`src/rtl/hazard_detection_unit_pkg.sv`:
```
// Shared encodings for the hazard detection unit: RV32 opcodes and divide FSM states.
// Latency: n/a (constants and types only).
// Backpressure: n/a.
package hazard_detection_unit_pkg;

    localparam logic [6:0] STORE_OPCODE  = 7'b0100011;
    localparam logic [6:0] BRANCH_OPCODE = 7'b1100011;
    localparam logic [6:0] R_TYPE_OPCODE = 7'b0110011;

    typedef enum logic {
        ST_IDLE     = 1'b0,
        ST_DIV_WAIT = 1'b1
    } div_state_e;

endpackage

```
`src/rtl/hazard_detection_unit_div_stall_counter.sv`:
```
// Divide hold sequencer: holds the pipeline front for DIV_CYCLES-1 cycles per divide.
// Latency: hold is combinational on EXE_IS_DIV; result-valid pulses on the release cycle.
// Backpressure: EXE_IS_DIV is ignored while a divide is in flight. Built only with MDU_STALL_EN.
`ifdef MDU_STALL_EN
module div_stall_counter
    import hazard_detection_unit_pkg::*;
#(
    parameter int DIV_CYCLES = 32
) (
    input  logic clk,
    input  logic rst,
    input  logic exe_is_div,
    output logic hold,
    output logic div_result_valid
);

    // First hold cycle happens in IDLE, so the counter covers the remaining DIV_CYCLES-2 holds.
    localparam logic [5:0] CNT_INIT = (DIV_CYCLES > 1) ? 6'(DIV_CYCLES - 2) : 6'd0;

    div_state_e state_q, state_d;
    logic [5:0] cnt_q, cnt_d;

    // State and down-counter registers; reset aborts any hold in flight.
    always_ff @(posedge clk or posedge rst) begin
        if (rst) begin
            state_q <= ST_IDLE;
            cnt_q   <= 6'd0;
        end else begin
            state_q <= state_d;
            cnt_q   <= cnt_d;
        end
    end

    // Next-state and Mealy outputs; all outputs forced low while reset is asserted.
    always_comb begin
        state_d          = state_q;
        cnt_d            = cnt_q;
        hold             = 1'b0;
        div_result_valid = 1'b0;
        case (state_q)
            ST_IDLE: begin
                if (exe_is_div) begin
                    if (DIV_CYCLES > 1) begin
                        hold    = 1'b1;
                        state_d = ST_DIV_WAIT;
                        cnt_d   = CNT_INIT;
                    end else begin
                        // Single-cycle divide: the result is ready in the same cycle.
                        div_result_valid = 1'b1;
                    end
                end
            end
            ST_DIV_WAIT: begin
                if (cnt_q != 6'd0) begin
                    hold  = 1'b1;
                    cnt_d = cnt_q - 6'd1;
                end else begin
                    div_result_valid = 1'b1;
                    state_d          = ST_IDLE;
                end
            end
            default: begin
                state_d = ST_IDLE;
            end
        endcase
        if (rst) begin
            hold             = 1'b0;
            div_result_valid = 1'b0;
        end
    end

endmodule
`endif

```
`src/rtl/hazard_detection_unit.sv`:
```
// Pipeline stall controller: load-use bubble plus optional multi-cycle divide hold (MDU_STALL_EN).
// Latency: zero cycles, all stall/bubble/valid outputs are combinational from inputs and state.
// Backpressure: divide hold overrides load-use; STALL_CYCLES counts PC stall cycles, wrapping.
module hazard_detection_unit
    import hazard_detection_unit_pkg::*;
#(
    parameter int DIV_CYCLES = 32
) (
    input  logic        CLK,
    input  logic        RESET,
    input  logic [4:0]  ID_ADDR1,
    input  logic [4:0]  ID_ADDR2,
    input  logic        ID_OP1SEL,
    input  logic        ID_OP2SEL,
    input  logic [6:0]  ID_OPCODE,
    input  logic [4:0]  EXE_ADDR,
    input  logic        EXE_MEM_READ,
    input  logic        EXE_IS_DIV,
    output logic        PC_STALL,
    output logic        IF_ID_STALL,
    output logic        ID_EXE_STALL,
    output logic        ID_EXE_BUBBLE,
    output logic        DIV_RESULT_VALID,
    output logic [31:0] STALL_CYCLES
);

    if (DIV_CYCLES < 1 || DIV_CYCLES > 64) begin : g_bad_div_cycles
        $error("DIV_CYCLES must be in 1..64");
    end

    logic        is_branch;
    logic        is_store;
    logic        rs1_used;
    logic        rs2_used;
    logic        load_use;
    logic        hold;
    logic        div_valid;
    logic [31:0] stall_cycles_q, stall_cycles_d;

`ifdef MDU_STALL_EN
    div_stall_counter #(
        .DIV_CYCLES       (DIV_CYCLES)
    ) u_div_stall_counter (
        .clk              (CLK),
        .rst              (RESET),
        .exe_is_div       (EXE_IS_DIV),
        .hold             (hold),
        .div_result_valid (div_valid)
    );
`else
    // Single-cycle divider: never hold, result is valid whenever a divide sits in EXE.
    assign hold      = 1'b0;
    assign div_valid = EXE_IS_DIV & ~RESET;
`endif

    // Load-use detection and stall/bubble output mux; store data (rs2) is resolved later at MEM.
    always_comb begin
        is_branch = (ID_OPCODE == BRANCH_OPCODE);
        is_store  = (ID_OPCODE == STORE_OPCODE);
        rs1_used  = ~ID_OP1SEL | is_branch;
        rs2_used  = (~ID_OP2SEL | is_branch) & ~is_store;
        load_use  = EXE_MEM_READ & (EXE_ADDR != 5'd0) &
                    ((rs1_used & (ID_ADDR1 == EXE_ADDR)) |
                     (rs2_used & (ID_ADDR2 == EXE_ADDR)));

        PC_STALL         = ~RESET & (hold | load_use);
        IF_ID_STALL      = ~RESET & (hold | load_use);
        ID_EXE_STALL     = ~RESET & hold;
        ID_EXE_BUBBLE    = ~RESET & load_use & ~hold;
        DIV_RESULT_VALID = div_valid;

        stall_cycles_d   = stall_cycles_q + {31'd0, PC_STALL};
    end

    // Stall cycle counter.
    always_ff @(posedge CLK or posedge RESET) begin
        if (RESET) begin
            stall_cycles_q <= 32'd0;
        end else begin
            stall_cycles_q <= stall_cycles_d;
        end
    end

    assign STALL_CYCLES = stall_cycles_q;

endmodule

```
`config.mk`:
```
export PLATFORM = sky130hd
export DESIGN_NAME = hazard_detection_unit
export DESIGN_NICKNAME = d
export VERILOG_FILES = /design/src/rtl/hazard_detection_unit_pkg.sv /design/src/rtl/hazard_detection_unit_div_stall_counter.sv /design/src/rtl/hazard_detection_unit.sv
export SDC_FILE = /design/constraint.sdc
export NUM_CORES = 1
export LEC_CHECK = 0
export CORE_MARGIN = 3
export CORE_UTILIZATION = 39
export DETAILED_ROUTE_END_ITERATION = 8
export HOLD_SLACK_MARGIN = 0.02
export PLACE_DENSITY = 0.82
export SLEW_MARGIN = 20
export SYNTH_ARGS = -nofsm -noshare
export SYNTH_HDL_FRONTEND = slang
export SYNTH_SLANG_ARGS = --single-unit
```
`constraint.sdc`:
```
create_clock -name CLK -period 2.4 [get_ports CLK]
set_clock_uncertainty 0.2 [all_clocks]
set_input_delay 0.48 -clock CLK [delete_from_list [all_inputs] [get_ports CLK]]
set_output_delay 0.48 -clock CLK [all_outputs]
set_load 0.01 [all_outputs]
```
==> results of run 1 <==
==> power by group <==
| part | internal, mW | leakage, nW | switching, mW |
|---|---|---|---|
| combinational | 0.0747 | 0.752 | 0.0539 |
| sequential | 0.551 | 0.446 | 0.0116 |
| clock | 0.366 | 0.0645 | 0.194 |
| total | 0.992 | 1.26 | 0.259 |
==> per-layer routing <==
layer | GRT usage (%) | vias to the layer above | wire (um)
li1 | - | 688 | -
met4 | 5.637 | 0 | 58
met5 | 0 | - | 0
met1 | 20.18 | 692 | 1707
met2 | 30.82 | 52 | 2206
met3 | 5.049 | 6 | 255
==> cell families (layout without fill, tap and decap cells) <==
group,after synthesis,count (layout),share of synthesized area [%]
AND/OR/NAND/NOR,64,64,25.19
XOR/XNOR,40,40,20.80
flip-flops,32,32,47.55
buffers and inverters,7,90,2.674
AO/OA/AOI/OAI,5,5,2.081
adder cells (fa/ha/maj),2,2,1.486
other,1,1,0.2227
==> synthesized netlist by cell type (2+ instances only) <==
cell type,number
dfrtp_1,32
nand4b_1,2
and3_1,4
nand4_2,3
xor2_1,15
nor2b_1,2
nor2_1,7
and4_1,3
a21oi_1,2
nor3_1,2
nor4_4,2
nand2_1,12
o2111ai_1,2
nand4_1,8
nor3_2,4
xnor2_1,25
inv_1,3
buf_4,3
ha_1,2
nand3_1,11
==> area by class of cell <==
type / count / area, um^2
sequential: 32 / 800.8
inverter: 3 / 15.01
clock buffer: 7 / 96.34
tap: 50 / 62.56
multi-input combinational: 112 / 1041
timing repair buffer: 79 / 733.2
fill: 302 / 1308
clock inverter: 1 / 30.03
==> cell usage in the layout, fill, tap and decap left out, types with 2 or more instances in the layout <==
cell type / instances
nand2_2: 2
dfrtp_1: 32
xnor2_2: 3
o2111ai_2: 2
clkbuf_8: 7
clkdlybuf4s50_1: 39
buf_4: 13
and3_1: 3
xor2_1: 15
nand4_1: 8
buf_6: 6
nor2_4: 6
nor3_2: 4
nand3_4: 2
nand3_1: 7
inv_1: 2
nand2_1: 10
nor4_4: 3
buf_2: 3
xnor2_1: 22
and4_1: 3
nor3_4: 2
dlygate4sd2_1: 15
clkdlybuf4s15_1: 2
nand3_2: 2
nand4b_1: 2
nand4_2: 3
==> repair_timing <==
action                                  CTS  global route
buffers inserted                          4             3
pin swaps                                24            14
endpoints found under the setup margin   32            32
resized for setup                        65            17
hold buffers                              0             0
==> final timing paths <==
kind / to / cells after the start
max: STALL_CYCLES[23]$_DFF_PP0_ / 11
min: STALL_CYCLES[31]$_DFF_PP0_ / 1
max reg2reg: STALL_CYCLES[23]$_DFF_PP0_ / 4
min reg2reg: STALL_CYCLES[31]$_DFF_PP0_ / 1
max in group asynchronous: STALL_CYCLES[18]$_DFF_PP0_ / 3
min in group asynchronous: STALL_CYCLES[14]$_DFF_PP0_ / 3
==> flow_metrics.env, run 1 <==
export IMPL_whs_ns=0.2669
export IMPL_wl_per_cell_um=14.89
export IMPL_fmax_ghz=0.3760
export IMPL_yosysSeqAreaShare_pct=47.55
export IMPL_path_max_fanout=8
export IMPL_hold_class="flip-flop to flip-flop"
export IMPL_die_h_um=71.72
export IMPL_final_util_pct=68.00
export IMPL_syn_inst=151
export IMPL_pre_cts_slack_ns=-0.8539
export IMPL_clockBufferDepth=2
export IMPL_place_gp_congestion=0.7694
export IMPL_outcome="finished, violations left"
export IMPL_drv_slew=0
export IMPL_worstPathArrival_ns=2.67
export IMPL_rsz0062_at_grt="true"
export IMPL_ir_drop_mv=0.4538
export IMPL_period_share_pct=110.8
export IMPL_crit_type="input pin to flip-flop"
export IMPL_netlist_area_um2=1684
export IMPL_drive_above_1_share_pct=29.06
export IMPL_routed_wl_mm=4.228
export IMPL_track_usage_pct=17.43
export IMPL_relSlewSlack_pct=65.69
export IMPL_worst_setup_path_start_kind="input pin"
export IMPL_avgSynthCellArea_um2=11.15
export IMPL_placed_cell_area_um2=2477
export IMPL_portBuffers=63
export IMPL_critPathLaunch="ID_OPCODE[2]"
export IMPL_clkSlewWorstSetupHoldPaths_ns=0.07
export IMPL_cts_tree="done"
export IMPL_grt_pass1_vias=1567
export IMPL_antenna_found_initial=0
export IMPL_critPathTopFamily="simple AND/OR/NAND/NOR gates"
export IMPL_diodes=0
export IMPL_core_um2=4086
export IMPL_async_flop_share_pct=100.0
export IMPL_synth_edf_count=0
export IMPL_worstPathRequired_ns=2.41
export IMPL_finalPower_mw=1.251
export IMPL_power_static_leakage_nw=1.262
export IMPL_root_buffer="clkbuf_8"
export IMPL_crit_buf_inv=2
export IMPL_power_density_nw_per_um2=450.1
export IMPL_yosys_warnings=0
export IMPL_num_vias=1438
export IMPL_reg2reg_from="STALL_CYCLES[9]$_DFF_PP0_"
export IMPL_finalSetupTns_ns=-5.112
export IMPL_clk_latency_ns=0.28
export IMPL_dr_first_iter_drc_count=48
export IMPL_cts_sinks=32
export IMPL_slowest_delay_ns=0.49
export IMPL_synth_top_area_share_pct=47.55
export IMPL_critPathCaptureType="flip-flop"
export IMPL_pin_count=65
export IMPL_yosysTopAreaCell="dfrtp_1"
export IMPL_die_area_um2=5143
export IMPL_synth_ff_type="dfrtp_1"
export IMPL_rows=23
export IMPL_yosysUniqueCellTypes=27
export IMPL_initial_utilization_pct=41.21
export IMPL_worst_pin_slew_ns=0.5109
export IMPL_finalInstanceArea_um2=2779
export IMPL_grt_start_max_net_pins=33
export IMPL_antenna_left=0
export IMPL_drc=0
export IMPL_place_inst=270
export IMPL_finalSetupViolations=31
export IMPL_firstDrtPassIters=4
export IMPL_hold_viol_final=0
export IMPL_worstPathCellList="buf_6 > nor4bb_4 > and3_4 > o2111ai_2 > a21oi_2 > ha_2 > buf_4 > nand3_1 > or3_4 > nor4_4 > xor2_1"
export IMPL_fin_nets=263
export IMPL_area_growth_pct=65.01
export IMPL_gr_total_overflow=0
export IMPL_die_w_um=71.72
export IMPL_largest_register_ffs=32
export IMPL_hp_start="STALL_CYCLES[31]$_DFF_PP0_"
export IMPL_synth_area_leaders="dfrtp_1, xnor2_1, xor2_1"
export IMPL_ff2ff_setup_slack_ns=0.41
export IMPL_fin_cells=284
export IMPL_numCtsBuffers=5
export IMPL_htree_levels=2
export IMPL_dp_hpwl_mm=3.076
export IMPL_cap_violations=0
export IMPL_syn_nets=181
export IMPL_grt_pass1_wl_mm=7.072
export IMPL_layout_min_cycle_time_ns=2.660
export IMPL_fin_ws_ns=-0.2597
export IMPL_violations="negative setup slack"
export IMPL_ys_seq_elements=32
export IMPL_slowest_stage="or3_4"
export IMPL_vias_per_cell=5.063
Note: power is estimated with default switching activity, not from simulation.
==> run 2: changes to the inputs <==
--- a/config.mk
+++ b/config.mk
@@ -5,6 +5,7 @@
 export SDC_FILE = /design/constraint.sdc
 export NUM_CORES = 1
 export LEC_CHECK = 0
+export CAP_MARGIN = 20
 export CORE_MARGIN = 3
 export CORE_UTILIZATION = 39
 export DETAILED_ROUTE_END_ITERATION = 8
==> results of run 2 <==
No change in the layout: final DEF, timing and power equal those of run 1.
